`config.mk`:
```
export PLATFORM = sky130hd
export DESIGN_NAME = ce_frame_sched
export DESIGN_NICKNAME = d
export VERILOG_FILES = /design/src/rtl/ce_sched_pkg.sv /design/src/rtl/ce_frame_sched_rr_arbiter.sv /design/src/rtl/ce_frame_sched.sv
export SDC_FILE = /design/constraint.sdc
export NUM_CORES = 1
export LEC_CHECK = 0
export ABC_AREA = 1
export BUFFER_PORTS_ARGS = -buffer_cell sky130_fd_sc_hd__buf_2
export CORE_MARGIN = 3
export CORE_UTILIZATION = 60
export DETAILED_ROUTE_END_ITERATION = 8
export GPL_TIMING_DRIVEN = 0
export PLACE_DENSITY = 0.88
export SLEW_MARGIN = 5
export SYNTH_ARGS = -nofsm -noshare
export SYNTH_HDL_FRONTEND = slang
export SYNTH_SLANG_ARGS = --single-unit
```
`constraint.sdc`:
```
create_clock -name clk -period 5.7 [get_ports clk]
set_clock_uncertainty 0.1 [all_clocks]
set_input_delay 0.855 -clock clk [delete_from_list [all_inputs] [get_ports clk]]
set_output_delay 0.855 -clock clk [all_outputs]
set_load 0.03 [all_outputs]
```
`src/rtl/ce_sched_pkg.sv`:
```
// Shared types and helpers for the chip-enable frame scheduler.
package ce_sched_pkg;

    // Scheduler phases: waiting for a request, driving ce, enforcing spacing.
    typedef enum logic [1:0] {
        IDLE  = 2'd0,
        FRAME = 2'd1,
        GAP   = 2'd2
    } state_t;

    // Widest requester vector the onehot helper can produce.
    localparam int MAX_REQ = 32;

    // Counter width wide enough to hold the longer of the frame and gap counts.
    function automatic int cnt_width(input int frame_len, input int gap_len);
        int longest;
        longest = (frame_len > gap_len) ? frame_len : gap_len;
        return $clog2(longest + 1);
    endfunction

    // One-hot vector with bit idx set; callers size-cast to their own width.
    function automatic logic [MAX_REQ-1:0] onehot(input int idx);
        return MAX_REQ'(1) << idx;
    endfunction

endpackage

```
`src/rtl/ce_frame_sched_rr_arbiter.sv`:
```
// Combinational round-robin pick: first set request at or after ptr, with wrap.
module rr_arbiter #(
    parameter int NREQ  = 4,
    parameter int IDX_W = $clog2(NREQ)
) (
    input  logic [NREQ-1:0]  req,
    input  logic [IDX_W-1:0] ptr,
    output logic [IDX_W-1:0] winner,
    output logic             valid
);

    // Scan requesters starting at ptr; the first hit wins.
    always_comb begin : arb_search
        logic [IDX_W-1:0] idx;
        // NOTE: every output of a combinational block gets a default before any
        // conditional assignment, otherwise synthesis infers a latch to hold it.
        winner = '0;
        valid  = 1'b0;
        idx    = '0;
        for (int i = 0; i < NREQ; i++) begin
            idx = IDX_W'((int'(ptr) + i) % NREQ);
            if (!valid && req[idx]) begin
                valid  = 1'b1;
                winner = idx;
            end
        end
    end

endmodule

```
`src/rtl/ce_frame_sched.sv`:
```
// Round-robin scheduler handing out fixed-length ce frames with a mandatory gap.
module ce_frame_sched #(
    parameter int NREQ      = 4,
    parameter int FRAME_LEN = 16,
    parameter int GAP_LEN   = 1
) (
    input  logic                    clk,
    input  logic                    rst_n,
    input  logic [NREQ-1:0]         req,
    input  logic                    abort,
    output logic [NREQ-1:0]         gnt,
    output logic [$clog2(NREQ)-1:0] owner,
    output logic                    ce,
    output logic                    frame_done,
    output logic                    busy
);
    import ce_sched_pkg::*;

    localparam int IDX_W      = $clog2(NREQ);
    localparam int CNT_W      = cnt_width(FRAME_LEN, GAP_LEN);
    localparam int FRAME_LAST = FRAME_LEN - 1;
    // GAP is never entered when GAP_LEN is zero; clamp so the constant stays legal.
    localparam int GAP_LAST   = (GAP_LEN > 0) ? GAP_LEN - 1 : 0;

    state_t            state_q, state_d;
    logic [CNT_W-1:0]  cnt_q, cnt_d;
    logic [IDX_W-1:0]  ptr_q, ptr_d;
    logic [NREQ-1:0]   gnt_q, gnt_d;
    logic [IDX_W-1:0]  owner_q, owner_d;
    logic              ce_q, ce_d;
    logic              frame_done_q, frame_done_d;

    logic [IDX_W-1:0]  arb_winner;
    logic              arb_valid;

    rr_arbiter #(
        .NREQ  (NREQ),
        .IDX_W (IDX_W)
    ) u_arb (
        .req    (req),
        .ptr    (ptr_q),
        .winner (arb_winner),
        .valid  (arb_valid)
    );

    // Next-state and next-output logic for the IDLE/FRAME/GAP sequencer.
    always_comb begin
        state_d      = state_q;
        cnt_d        = cnt_q;
        ptr_d        = ptr_q;
        gnt_d        = gnt_q;
        owner_d      = owner_q;
        ce_d         = ce_q;
        frame_done_d = 1'b0;

        unique case (state_q)
            IDLE: begin
                if (arb_valid) begin
                    state_d = FRAME;
                    cnt_d   = '0;
                    gnt_d   = NREQ'(onehot(int'(arb_winner)));
                    owner_d = arb_winner;
                    ce_d    = 1'b1;
                    ptr_d   = (int'(arb_winner) == NREQ - 1) ? '0 : arb_winner + 1'b1;
                end
            end

            FRAME: begin
                // Reaching the last cycle wins over a simultaneous abort.
                if ((cnt_q == CNT_W'(FRAME_LAST)) || abort) begin
                    state_d      = (GAP_LEN > 0) ? GAP : IDLE;
                    cnt_d        = '0;
                    gnt_d        = '0;
                    owner_d      = '0;
                    ce_d         = 1'b0;
                    frame_done_d = (cnt_q == CNT_W'(FRAME_LAST));
                end else begin
                    cnt_d = cnt_q + 1'b1;
                end
            end

            GAP: begin
                if (cnt_q == CNT_W'(GAP_LAST)) begin
                    state_d = IDLE;
                    cnt_d   = '0;
                end else begin
                    cnt_d = cnt_q + 1'b1;
                end
            end

            default: begin
                state_d = IDLE;
                cnt_d   = '0;
                gnt_d   = '0;
                owner_d = '0;
                ce_d    = 1'b0;
            end
        endcase
    end

    // State, counter, pointer and registered outputs; reset drops ce at once.
    always_ff @(posedge clk or negedge rst_n) begin
        // NOTE: sequential state uses non-blocking assignments so every flop
        // samples the pre-edge values, independent of statement order.
        if (!rst_n) begin
            state_q      <= IDLE;
            cnt_q        <= '0;
            ptr_q        <= '0;
            gnt_q        <= '0;
            owner_q      <= '0;
            ce_q         <= 1'b0;
            frame_done_q <= 1'b0;
        end else begin
            state_q      <= state_d;
            cnt_q        <= cnt_d;
            ptr_q        <= ptr_d;
            gnt_q        <= gnt_d;
            owner_q      <= owner_d;
            ce_q         <= ce_d;
            frame_done_q <= frame_done_d;
        end
    end

    assign gnt        = gnt_q;
    assign owner      = owner_q;
    assign ce         = ce_q;
    assign frame_done = frame_done_q;
    assign busy       = (state_q != IDLE);

endmodule

```
# [After elaboration in Yosys (flattened, before gate mapping)]
# Cells that the tools add are included.
[word_totals] reg_bits=17 latch_bits=0 mem_bits_rw=0 rom_bits=0 out_inout_bits=9 wordCells=74 n_memories=0
[classes] n_addsub=5 mul=0 n_div=0 magnitude_cmp=4 eq_ne=7 shift=1 mux=36 bitwise=1 reduce_logical=13
[op_table] cell="2-bit two-way mux" n=10
[op_table] cell="5-bit two-way mux" n=3
[op_table] cell="5-bit one-hot mux with 3 select lines" n=1
[op_table] cell="2-bit by 3-bit less-than comparator with 1-bit output (second input constant)" n=4
[op_table] cell="1-bit two-way mux" n=12
[op_table] cell="2-bit one-hot mux with 3 select lines" n=2
[op_table] cell="4-bit one-hot mux with 3 select lines" n=1
[op_table] cell="1-bit binary-select mux with 2-bit select" n=4
[op_table] cell="4-bit two-way mux" n=2
[op_table] cell="2-bit != test (second input constant)" n=3
[op_table] cell="3-bit AND reduction" n=2
[op_table] cell="5-bit by 1-bit adder with 5-bit output (second input constant)" n=1
[op_table] cell="5-bit by 4-bit == test with 1-bit output (second input constant)" n=1
[op_table] cell="5-bit zero test" n=1
[op_table] cell="2-bit by 1-bit adder with 2-bit output (second input constant)" n=2
[op_table] cell="2-bit adder (second input constant)" n=2
[op_table] cell="2-bit by 1-bit == test with 1-bit output (second input constant)" n=2
[op_table] cell="1-bit by 2-bit << shifter with 4-bit output (first input constant)" n=1
[op_table] cell="1-bit logical AND" n=3
[op_table] cell="1-bit zero test" n=3
[op_table] cell="1-bit one-hot mux with 3 select lines" n=1
[op_table] cell="2-bit == test (second input constant)" n=1
[op_table] cell="2-bit zero test" n=1
[op_table] cell="2-bit AND reduction" n=1
[op_table] cell="other kinds (3)" n=3

# [Depth between registers and ports, before layout]
# Gate-level depths: netlist (run 1).
[logic_depth] depth_word=15 ltp_mapped=14 depth_no_buf=13

# [By module]
# Synthesis (run 1) repeated with hierarchy kept, for this count alone.
[hier_totals] hier_cells=178 area_unflattened_um2=1358.8
[by_module_without_submodules] mod="ce_frame_sched" n_inst=1 cells_each=119 area_per_inst_um2=1039.7
[by_module_without_submodules] mod="rr_arbiter" n_inst=1 cells_each=59 area_per_inst_um2=319.1

# [Worst setup path before layout (run 1)]
# OpenSTA, ideal clock, no wires.
[synth_timing] path_type="input port to flip-flop" startpoint="input port req[3]" endpoint="register ptr_q[1]" setup_ps=123 t_arrival_ps=2021 path_slack_ps=3456 path_stages=11 path_buffers=0 path_cell_list="inv_1 nand2_1 nand3_1 nand2_2 nor2_8 nand3_2 nand3_1 inv_1 ha_1 nor2_1 a21oi_1"
[synth_via] elab_chain_cells=14
[synth_rtl] item="from (decl)" line_no="ce_frame_sched.sv:9" rtl="input logic [NREQ-1:0] req,"
[synth_rtl] item="1-bit binary-select mux with 2-bit select" line_no="ce_frame_sched_rr_arbiter.sv:22" rtl="if (!valid && req[idx]) begin"
[synth_rtl] item="1-bit two-way mux (implied by the code)" line_no="ce_frame_sched_rr_arbiter.sv:22"
[synth_rtl] item="1-bit two-way mux" line_no="ce_frame_sched_rr_arbiter.sv:22"
[synth_rtl] item="1-bit zero test" line_no="ce_frame_sched_rr_arbiter.sv:22"
[synth_rtl] item="1-bit logical AND" line_no="ce_frame_sched_rr_arbiter.sv:22"
[synth_rtl] item="1-bit two-way mux" line_no="ce_frame_sched_rr_arbiter.sv:22"
[synth_rtl] item="1-bit zero test" line_no="ce_frame_sched_rr_arbiter.sv:22"
[synth_rtl] item="1-bit logical AND" line_no="ce_frame_sched_rr_arbiter.sv:22"
[synth_rtl] item="1-bit two-way mux" line_no="ce_frame_sched_rr_arbiter.sv:22"
[synth_rtl] item="1-bit zero test" line_no="ce_frame_sched_rr_arbiter.sv:22"
[synth_rtl] item="1-bit logical AND" line_no="ce_frame_sched_rr_arbiter.sv:22"
[synth_rtl] item="2-bit two-way mux" line_no="ce_frame_sched_rr_arbiter.sv:22"
[synth_rtl] item="2-bit by 1-bit adder with 2-bit output / 2-bit by 1-bit == test with 1-bit output (equally long branches)" line_no="ce_frame_sched.sv:64" rtl="ptr_d = (int'(arb_winner) == NREQ - 1) ? '0 : arb_winner + 1'b1;"
[synth_rtl] item="2-bit two-way mux" line_no="ce_frame_sched.sv:64"
[synth_rtl] item="to (signal assigned)" line_no="ce_frame_sched.sv:116" rtl="ptr_q <= ptr_d;"
[synth_rtl] item="to (decl)" line_no="ce_frame_sched.sv:27" rtl="logic [IDX_W-1:0] ptr_q, ptr_d;"
# Parallel ways exist; a longest one is shown, timed or not. The select of a mux whose other input is x is not followed.
# A chain may end at the register's enable or synchronous reset.

# [Worst setup path in the final report (run 1)]
[layout_timing] startpoint="register state_q[1]" endpoint="output port busy"
[layout_via] elab_chain_cells=1
[layout_rtl] item="from (decl)" line_no="ce_frame_sched.sv:25" rtl="state_t state_q, state_d;"
[layout_rtl] item="from (signal assigned)" line_no="ce_frame_sched.sv:114" rtl="state_q <= state_d;"
[layout_rtl] item="2-bit nonzero test" line_no="ce_frame_sched.sv:128" rtl="assign busy = (state_q != IDLE);"
[layout_rtl] item="to (decl)" line_no="ce_frame_sched.sv:15" rtl="output logic busy"
# No other way between the ends.

==> flow_summary.rst, run 1 <==
.. list-table::
   :header-rows: 1

   * - Metric
     - Value
   * - Number of maximum-capacitance violations
     - 0
   * - Width of the die
     - around 50 um
   * - Wire length of the first global-routing pass
     - 3950 um
   * - # DRC
     - 0
   * - Sequential group share of total power
     - 23.0%
   * - Number of inserted diodes
     - 0
   * - Setup TNS after final layout
     - 0 ns
   * - Final number of hold-violating endpoints
     - 0
   * - Post-layout total power
     - about 0.76 mW
   * - Combinational share of power
     - 68.6%
   * - Buffer type at the clock tree root
     - clkbuf_4
   * - RSZ-0062 raised after global routing
     - no
   * - Number of setup violations in the final report
     - 0
   * - Hold slack
     - 0.356 ns
   * - Total number of yosys warnings
     - 0
   * - Async set-or-reset flop fraction in the synthesized netlist
     - 100%
   * - Storage element area
     - 425 sq um
   * - Net Sw Frac
     - 53.9%
   * - List of most frequent post-synthesis cells
     - 52 x nand2_1, 19 x inv_1, 17 x dfrtp_1
   * - Clock latency reported for the late side of the worst-skew pair
     - 0.29 ns
   * - Synth top area share
     - 36.2%
   * - Final slew viol count
     - 0
   * - Arrival @ worst endpoint
     - ~1.4 ns
   * - Count of different cell masters after synthesis
     - 23
   * - Power density cells
     - approximately 580 mW/mm^2
   * - Clock-pin slew on the worst setup and hold paths
     - 0.10 ns
   * - Setup repair bufs after CTS
     - 0
   * - Post-synthesis to final-layout area growth
     - 11.4%
   * - GRT overflow
     - 0
   * - Post-CTS Hold Fix Bufs
     - 0
   * - Data required time of the critical path
     - 4.74 ns
   * - Number of routed nets with antenna violations
     - 0
   * - Fill cell count
     - 154
   * - Combined area of the multi-input logic cells
     - 641 sq um
   * - Number of synthesized register bits
     - 17
   * - Sequential element share of the synthesized area
     - 36.2%
   * - Wire length after detailed routing
     - 2160 um
   * - Worst slew margin relative to its limit
     - between 70 and 80%
   * - Fraction of final layout cells with drive strength greater than 1
     - between 20 and 25%
   * - Initial antenna violation count
     - 0
   * - Largest net degree at the start of global routing
     - 18
   * - Most frequent cell after synthesis
     - nand2_1
   * - Critical path start-end classification
     - flop to primary output
   * - Startpoint class of the critical path
     - flop
   * - Iter 0 DRT Violations
     - 28
   * - Vias/cell
     - roughly 5.2
   * - Number of buffers inserted by port buffering
     - 15
   * - Number of vias after detailed routing
     - about 1,000
   * - Post-synth top area cell
     - dfrtp_1
   * - Detail Placement HPWL
     - 1780 um
   * - Static power due to leakage
     - 0.752 nW
   * - Run status
     - finished, final reports clean
   * - Effective utilization at floorplan
     - 65.8%
   * - Largest cells by area after synthesis
     - dfrtp_1 36%, nand2_1 17%, ha_1 11%, nand3_1 6.8%, inv_1 6.1%
   * - Global placer's final weighted congestion
     - around 0.84
   * - Part of the total power dissipated in the clock network
     - 8.3%
   * - Synthesized instance count
     - 153
   * - TritonCTS Buffers
     - 3
   * - Total internal power
     - around 0.35 mW
   * - TritonRoute pass-1 iters
     - 4
   * - Worst hold-check path type
     - input port to async pin
   * - Number of synthesized flops with an enable pin
     - 0
   * - FP Rows
     - 15
   * - Maximum fanout count along the critical path
     - 4
   * - Share of the clock period used by the worst path after layout
     - 40.4%
   * - Clock sink total
     - 17
   * - Syn nets
     - 170
   * - Worst IR Drop VDD
     - 0.368 mV
   * - Std-Cell Core Area
     - 0.00178 sq mm
   * - Resize count post-CTS
     - 0
   * - Fmax
     - between 0.4 and 0.5 GHz
   * - Maximum clock insertion buffer count
     - 2
   * - Die area
     - 0.00252 sq mm
   * - WL per Instance
     - 11.0 um
   * - Crit path time final
     - 2.30 ns
   * - CTS tree
     - built
   * - Net load switching power
     - 0.408 mW
   * - Netlist area before placement
     - between 0.001 and 0.0015 sq mm
   * - Worst Max-Slew Pin Slew
     - 0.393 ns
   * - Primary flip-flop cell chosen by synthesis mapping
     - dfrtp_1
   * - Aggregate global-route resource usage
     - between 20% and 30%
   * - Vias in the first global route
     - 908
   * - Y dimension of the die
     - 50.2 um
   * - I/O pin count
     - 16
   * - Synthesized area divided by synthesized cell count
     - ~7.7 sq um
   * - CTS HTree Levels
     - 1
   * - Number of nets in the layout
     - between 150 and 200
   * - Nature of the critical path endpoint
     - primary output
power groups by stage:
| stage | logic (mW) | registers (mW) | clock network, mW |
|---|---|---|---|
| after detailed placement | 0.518 | 0.178 | 0 |
| after CTS | 0.520 | 0.175 | 0.0659 |
| final | 0.520 | 0.175 | 0.0632 |
| after global placement | 0.499 | 0.175 | 0 |
| after floorplan | 0.392 | 0.201 | 0 |
| after global routing | 0.593 | 0.178 | 0.0712 |
stage by stage:
stage                     utilization [%]  cell area (sq um)  std cells  worst slack (ns)
after floorplan                         -               1170        153              3.46
after global placement               71.8               1280        193              3.21
after detailed placement             71.8               1280        193              3.18
after CTS                            73.3               1310        197              3.37
after global routing                 73.3               1310        197              3.29
final                                73.3               1310        197              3.40
routing by layer:
metal / vias to the layer above / wire length (um) / global-route usage, %
met1: 448 / 952 / 26.0
li1: 525 / - / -
met3: 4 / 144 / 6.82
met4: 0 / 31 / 8.29
met2: 38 / 1030 / 32.8
met5: - / 0 / 0
worst max-delay path: stages (launching register included):
cell and delay (ns):
dfrtp_1 0.41, inv_1 0.09, ha_1 0.30, inv_1 0.09
buf_2 0.18
cell families after synthesis:
logic type	count (synthesis)	share of synthesized area (%)
AND/OR/NAND/NOR	88	36.9
buffers and inverters	24	9.17
flip-flops	17	36.2
AO/OA/AOI/OAI	13	6.29
adder cells (fa/ha/maj)	10	10.7
XOR/XNOR	1	0.746
placed cells by master, fill, tap and decap left out, types with 2 or more instances in the layout:
cell type,Yosys,routed
a21oi_1,3,3
buf_2,0,15
buf_6,2,2
clkbuf_4,0,3
dfrtp_1,17,17
ha_1,10,10
inv_1,19,19
inv_2,2,2
nand2_1,52,52
nand2_2,6,6
nand2_4,2,2
nand3_1,16,16
nand4_1,2,2
nor2_1,6,6
o21ai_0,2,2
o21ai_1,4,4
o22ai_1,2,2
state kept, by name, indices dropped and copies added (netlist names):
signal / cells
ce: 1
cnt_q: 5
frame_done: 1
gnt: 4
owner: 2
ptr_q: 2
state_q: 2
worst paths after layout:
check | start | to | slack, ns | cells past startpoint
worst max register to register | ptr_q[0]$_DFFE_PN0P_ | ptr_q[1]$_DFFE_PN0P_ | 3.59 | 12
worst min-delay path | rst_n | gnt[1]$_DFFE_PN0P_ | 0.36 | 1
min in group clk | gnt[0]$_DFFE_PN0P_ | gnt[0]$_DFFE_PN0P_ | 0.38 | 2
worst min register to register | gnt[0]$_DFFE_PN0P_ | gnt[0]$_DFFE_PN0P_ | 0.38 | 2
max in group asynchronous | rst_n | state_q[0]$_DFFE_PN0P_ | 4.86 | 1
worst max-delay path | state_q[1]$_DFFE_PN0P_ | busy | 3.40 | 4
layout make-up:
cell class                      instances  share of cell area, %
Clock inverter                          1                  0.383
Inverter                               22                   6.51
Buffer                                  2                   1.72
Multi-Input combinational cell        112                   49.0
Clock buffer                            3                   1.72
Sequential cell                        17                   32.5
Timing Repair Buffer                   15                   5.74
Tap cell                               25                   2.39
Note: power is estimated with default switching activity, not from simulation.
==> inputs of run 2 (changes only) <==
--- a/config.mk
+++ b/config.mk
@@ -8,10 +8,10 @@
 export ABC_AREA = 1
 export BUFFER_PORTS_ARGS = -buffer_cell sky130_fd_sc_hd__buf_2
 export CORE_MARGIN = 3
-export CORE_UTILIZATION = 60
+export CORE_UTILIZATION = 56
 export DETAILED_ROUTE_END_ITERATION = 8
 export GPL_TIMING_DRIVEN = 0
-export PLACE_DENSITY = 0.88
+export PLACE_DENSITY = 0.83
 export SLEW_MARGIN = 5
 export SYNTH_ARGS = -nofsm -noshare
 export SYNTH_HDL_FRONTEND = slang
==> constraint.sdc (replaced) <==
create_clock -name clk -period 2.21 [get_ports clk]
set_clock_uncertainty 0.1 [all_clocks]
set_input_delay 0.3315 -clock clk [delete_from_list [all_inputs] [get_ports clk]]
set_output_delay 0.3315 -clock clk [all_outputs]
set_load 0.03 [all_outputs]
==> flow_summary.rst, run 2 (synthesized netlist as in run 1, its figures left out) <==
.. list-table::
   :header-rows: 1

   * - Metric
     - Value
   * - Wire length after detailed routing
     - 2130 um
   * - Most common cell after layout, fill and taps aside
     - nand2_1
   * - Combined area of the multi-input logic cells
     - 666 sq um
   * - Post-layout total power
     - between 2 and 2.5 mW
   * - Buffer type at the clock tree root
     - clkbuf_4
   * - Aggregate global-route resource usage
     - 17.9%
   * - Number of maximum-capacitance violations
     - 0
   * - Nature of the critical path endpoint
     - flop
   * - Initial antenna violation count
     - 0
   * - Cell type with the highest occurrence count on the critical path
     - nand2_1
   * - Global placer's final weighted congestion
     - slightly below 0.8
   * - FP Rows
     - 15
   * - Std-Cell Core Area
     - between 0.0015 and 0.002 sq mm
   * - Number of placed instances with taps included
     - 193
   * - Worst path bufs/invs
     - 3
   * - Clock latency reported for the late side of the worst-skew pair
     - 0.29 ns
   * - WL per Instance
     - 10.8 um
   * - Detail Placement HPWL
     - 1650 um
   * - Number of vias after detailed routing
     - 983
   * - Fmax
     - 0.485 GHz
   * - Fraction of final layout cells with drive strength greater than 1
     - between 20 and 25%
   * - Data required time of the critical path
     - 2.29 ns
   * - Share of the clock period used by the worst path after layout
     - 93.3%
   * - Largest net degree at the start of global routing
     - 18
   * - Number of nets in the layout
     - 191
   * - Clock sink total
     - 17
   * - Run status
     - finished, final reports clean
   * - TritonRoute pass-1 iters
     - 4
   * - Critical path start-end classification
     - flop to flop
   * - Iter 0 DRT Violations
     - 26
   * - Final slew viol count
     - 0
   * - Maximum fanout count along the critical path
     - 10
   * - Reg with most FFs
     - cnt_q
   * - Setup TNS after final layout
     - 0 ns
   * - Highest cell delay on the worst timing path
     - roughly 0.36 ns
   * - Worst Max-Slew Pin Slew
     - 0.375 ns
   * - Hold slack
     - 0.370 ns
   * - Max FFs per register
     - 5
   * - Worst IR Drop VDD
     - 1.00 mV
   * - Setup repair bufs after CTS
     - 0
   * - Static power due to leakage
     - 0.764 nW
   * - Effective utilization at floorplan
     - 63.2%
   * - I/O pin count
     - 16
   * - Filler-free cell count of the finished design
     - 198
   * - Highest-count cells in the layout ignoring fill and taps
     - 52 x nand2_1, 19 x inv_1, 16 x dfrtp_1
   * - Number of inserted diodes
     - 0
   * - Startpoint class of the critical path
     - flop
   * - GRT overflow
     - 0
   * - Storage element area
     - 427 sq um
   * - TritonCTS Buffers
     - 3
   * - Crit-path leading delay family
     - simple AND/OR/NAND/NOR gates
   * - Worst slew margin relative to its limit
     - 75.0%
   * - Final number of hold-violating endpoints
     - 0
   * - Post-synthesis to final-layout area growth
     - 14.5%
   * - Vias/cell
     - a little under 5
   * - Cell area reported after detailed placement
     - 0.00128 sq mm
   * - Crit path time final
     - 2.06 ns
   * - Slowest cell on the critical path
     - dfrtp_1
   * - Worst hold-check path type
     - input port to async pin
   * - CTS tree
     - built
   * - Post-route standard cell area excluding fillers
     - roughly 0.0013 sq mm
   * - Arrival @ worst endpoint
     - around 2.1 ns
   * - Fill cell count
     - 153
   * - Width of the die
     - 51.8 um
   * - Wire length of the first global-routing pass
     - 3630 um
   * - Y dimension of the die
     - 51.8 um
   * - Power density cells
     - approximately 1500 mW/mm^2
   * - Clock-pin slew on the worst setup and hold paths
     - 0.10 ns
   * - Vias in the first global route
     - 881
   * - Number of routed nets with antenna violations
     - 0
   * - CP Cell Sequence
     - buf_6, inv_4, nand2_1, nand2_1, nand2_1, nand2_2, nor2_8, nand3_1, nand3_1, nand2_1, inv_1, ha_1, nor2_1, a21oi_1
   * - Number of buffers inserted by port buffering
     - 15
   * - Number of setup violations in the final report
     - 0
   * - # DRC
     - 0
   * - Maximum clock insertion buffer count
     - 2
   * - CTS HTree Levels
     - 1
   * - Die area
     - 0.00268 sq mm
==> run 2: path summary, 6_finish.rpt <==
kind	start	end	slack, ns	cells past startpoint
worst max-delay path	ptr_q[0]$_DFFE_PN0P_	ptr_q[1]$_DFFE_PN0P_	0.15	14
worst min-delay path	rst_n	gnt[0]$_DFFE_PN0P_	0.37	2
worst max register to register	ptr_q[0]$_DFFE_PN0P_	ptr_q[1]$_DFFE_PN0P_	0.15	14
worst min register to register	gnt[3]$_DFFE_PN0P_	gnt[3]$_DFFE_PN0P_	0.39	2
max in group asynchronous	rst_n	ptr_q[1]$_DFFE_PN0P_	1.36	2
min in group clk	gnt[3]$_DFFE_PN0P_	gnt[3]$_DFFE_PN0P_	0.39	2
==> run 2: layout make-up <==
cell class	instances	area share [%]
sequential	17	31.8
multi-input combinational	112	49.5
timing repair buffer	16	6.33
clock buffer	3	1.68
inverter	22	6.33
clock inverter	1	0.372
buffer	2	1.68
tap	25	2.33
==> run 2: stage by stage <==
stage | setup WS [ns] | utilization (%)
floorplan | 0.306 | -
detailed placement | 0.100 | 68.9
CTS | 0.0788 | 70.9
global placement | 0.136 | 68.9
global route | -0.00221 | 72.3
finish | 0.148 | 72.3
==> run 2: what timing repair did <==
item | CTS | global route
gates resized for setup | 0 | 5
endpoints found under the hold margin | 17 | 0
hold buffers | 1 | 0
endpoints found under the setup margin | 0 | 1
==> run 2: report_power, final <==
part           switching (mW)  leakage [nW]  internal [mW]
Sequential             0.0537         0.223          0.400
Clock                   0.101        0.0177         0.0673
Combinational           0.936         0.524          0.458
Total                    1.09         0.764          0.926
==> run 2: layer usage <==
metal  track usage, %  wire length (um)  vias to the layer above
met5                0                 0                        -
met4             5.24                27                        0
met3             4.30                99                        6
met2             29.0               948                       26
met1             23.7              1050                      429
li1                 -                 -                      522
==> inputs of run 3 (changes only) <==
--- a/config.mk
+++ b/config.mk
@@ -7,11 +7,12 @@
 export LEC_CHECK = 0
 export ABC_AREA = 1
 export BUFFER_PORTS_ARGS = -buffer_cell sky130_fd_sc_hd__buf_2
+export CELL_PAD_IN_SITES_DETAIL_PLACEMENT = 2
+export CELL_PAD_IN_SITES_GLOBAL_PLACEMENT = 2
 export CORE_MARGIN = 3
-export CORE_UTILIZATION = 56
+export CORE_UTILIZATION = 32
 export DETAILED_ROUTE_END_ITERATION = 8
-export GPL_TIMING_DRIVEN = 0
-export PLACE_DENSITY = 0.83
+export PLACE_DENSITY = 0.82
 export SLEW_MARGIN = 5
 export SYNTH_ARGS = -nofsm -noshare
 export SYNTH_HDL_FRONTEND = slang
==> flow_summary.rst, run 3 (synthesized netlist as in run 1, its figures left out) <==
.. list-table::
   :header-rows: 1

   * - Metric
     - Value
   * - CTS tree
     - built
   * - GRT overflow
     - 0
   * - Crit path time final
     - roughly 2.1 ns
   * - Slowest cell on the critical path
     - dfrtp_2
   * - Run status
     - finished, final reports clean
   * - R2R cell count
     - 12
   * - Initial antenna violation count
     - 0
   * - WL per Instance
     - ~15 um
   * - Worst setup slack for register-to-register paths
     - 0.11 ns
   * - Worst slew margin relative to its limit
     - 72.5%
   * - Capture endpoint of the worst hold path
     - owner[1]$_DFFE_PN0P_
   * - Width of the die
     - between 60 and 70 um
   * - Fraction of final layout cells with drive strength greater than 1
     - about a quarter
   * - Most common cell after layout, fill and taps aside
     - nand2_1
   * - TritonCTS Buffers
     - 3
   * - TritonRoute pass-1 iters
     - 4
   * - Number of setup violations in the final report
     - 0
   * - Worst Max-Slew Pin Slew
     - 0.413 ns
   * - Combined area of the multi-input logic cells
     - 663 sq um
   * - Wire length of the first global-routing pass
     - about 5800 um
   * - Post-layout total power
     - 2.21 mW
   * - Reg2reg end
     - ptr_q[1]$_DFFE_PN0P_
   * - Storage element area
     - around 430 sq um
   * - Global placer's final weighted congestion
     - 0.734
   * - Clock latency reported for the late side of the worst-skew pair
     - 0.26 ns
   * - Maximum clock insertion buffer count
     - 2
   * - Iter 0 DRT Violations
     - 41
   * - Startpoint class of the critical path
     - flop
   * - Vias/cell
     - 4.86
   * - Arrival @ worst endpoint
     - 2.15 ns
   * - Power density cells
     - between 1500 and 2000 mW/mm^2
   * - Clock-pin slew on the worst setup and hold paths
     - 0.07 ns
   * - Worst IR Drop VDD
     - roughly 0.49 mV
   * - Nature of the critical path endpoint
     - flop
   * - FP Rows
     - 21
   * - Number of maximum-capacitance violations
     - 0
   * - Fill cell count
     - 416
   * - Vias in the first global route
     - approximately 1,300
   * - Max FFs per register
     - 5
   * - Start point of the worst min-delay path
     - owner[1]$_DFFE_PN0P_
   * - Share of the clock period used by the worst path after layout
     - about 95%
   * - Largest net degree at the start of global routing
     - 18
   * - Worst path bufs/invs
     - 2
   * - Origin of the critical flop-to-flop path
     - ptr_q[0]$_DFFE_PN0P_
   * - Final worst slack
     - 0.108 ns
   * - CP Cell Sequence
     - clkbuf_2, nand2_1, nand2_2, nand2_4, nand2_2, nor2_8, nand3_2, nand3_4, inv_1, ha_1, nor2_1, a21oi_1
   * - Dpl ws
     - -0.0230 ns
   * - CTS HTree Levels
     - 1
   * - Worst hold-check path type
     - flop to flop
   * - Y dimension of the die
     - 66.6 um
   * - Effective utilization at floorplan
     - 34.1%
   * - Critical path start-end classification
     - flop to flop
   * - Aggregate global-route resource usage
     - between 10% and 20%
   * - Highest-count cells in the layout ignoring fill and taps
     - 51 x nand2_1, 18 x inv_1, 15 x dfrtp_1, 15 x buf_2, 14 x nand3_1
   * - Final slew viol count
     - 0
   * - Final number of hold-violating endpoints
     - 0
   * - I/O pin count
     - 16
   * - Cell type with the highest occurrence count on the critical path
     - nand2_2
   * - Post-synthesis to final-layout area growth
     - 18.7%
   * - Wire length after detailed routing
     - 3410 um
   * - Die area
     - 0.00443 sq mm
   * - Highest cell delay on the worst timing path
     - 0.45 ns
   * - Data required time of the critical path
     - 2.26 ns
   * - Fmax
     - around 0.48 GHz
   * - Number of inserted diodes
     - 0
   * - Reg with most FFs
     - cnt_q
   * - Detail Placement HPWL
     - between 2000 and 3000 um
   * - Number of nets in the layout
     - 193
   * - Number of vias after detailed routing
     - 1,073
   * - Maximum fanout count along the critical path
     - 6
   * - RSZ-0062 raised after global routing
     - yes
   * - WHS Path Cells
     - 2
   * - Clock sink total
     - 17
   * - Buffer type at the clock tree root
     - clkbuf_8
   * - # DRC
     - 0
   * - Crit-path leading delay family
     - simple AND/OR/NAND/NOR gates
   * - Static power due to leakage
     - 0.776 nW
   * - Number of routed nets with antenna violations
     - 0
   * - Number of buffers inserted by port buffering
     - 15
   * - Std-Cell Core Area
     - 0.00344 sq mm
==> run 3: worst register-to-register path: cells and delay by family, from the launching register on <==
kind | cells | cell delay, ns
simple gates | 8 | 0.88
compound gates | 1 | 0.05
fa+ha+maj | 1 | 0.29
buf+inv | 2 | 0.22
flops | 1 | 0.45
==> run 3: worst max path at each step <==
stage                               startpoint              endpoint  slack, ns  cells after the start
after detailed placement  ptr_q[0]$_DFFE_PN0P_  ptr_q[1]$_DFFE_PN0P_      -0.02                     12
after global routing      ptr_q[0]$_DFFE_PN0P_  ptr_q[1]$_DFFE_PN0P_      -0.06                     11
after CTS                 ptr_q[0]$_DFFE_PN0P_  ptr_q[1]$_DFFE_PN0P_       0.01                     11
after global placement    ptr_q[0]$_DFFE_PN0P_  ptr_q[1]$_DFFE_PN0P_       0.13                     12
final                     ptr_q[0]$_DFFE_PN0P_  ptr_q[1]$_DFFE_PN0P_       0.11                     12
after floorplan           ptr_q[0]$_DFFE_PN0P_  ptr_q[1]$_DFFE_PN0P_       0.31                     12
==> run 3: final cells by class <==
cell class / count / share of cell area (%)
timing repair buffer: 20 / 8.09
clock inverter: 1 / 0.359
clock buffer: 3 / 2.96
sequential: 17 / 30.7
inverter: 22 / 6.11
tap: 46 / 4.13
multi-input combinational: 112 / 47.6
==> run 3: what timing repair did <==
action,in CTS,in global routing
buffers inserted,0,3
hold buffers,1,0
hold endpoints to repair,17,0
gates resized for setup,1,9
setup endpoints to repair,1,6
==> run 3: routing by layer <==
layer  vias to the layer above  routed length (um)  track usage [%]
met5                         -                   0                0
met4                         0                  79             8.12
met3                         8                 134             4.72
met2                        20                1750             32.4
met1                       521                1450             18.9
li1                        524                   -                -
==> run 3: report_power, final <==
| group | leakage, nW | switching, mW | internal, mW |
|---|---|---|---|
| logic | 0.528 | 1.02 | 0.473 |
| registers | 0.222 | 0.0716 | 0.403 |
| clock network | 0.0255 | 0.118 | 0.126 |
==> run 3: through the flow <==
step	setup TNS, ns	cells	hold slack (ns)	utilization [%]	area, sq um
3_5_place_dp	-0.0230	213	0.188	37.5	1290
6_report	0	221	0.390	40.5	1390
2_1_floorplan	0	153	-0.0641	-	1170
3_3_place_gp	0	213	0.184	37.5	1290
5_1_grt	-0.0821	221	0.432	40.5	1390
4_1_cts	0	218	0.389	39.2	1350
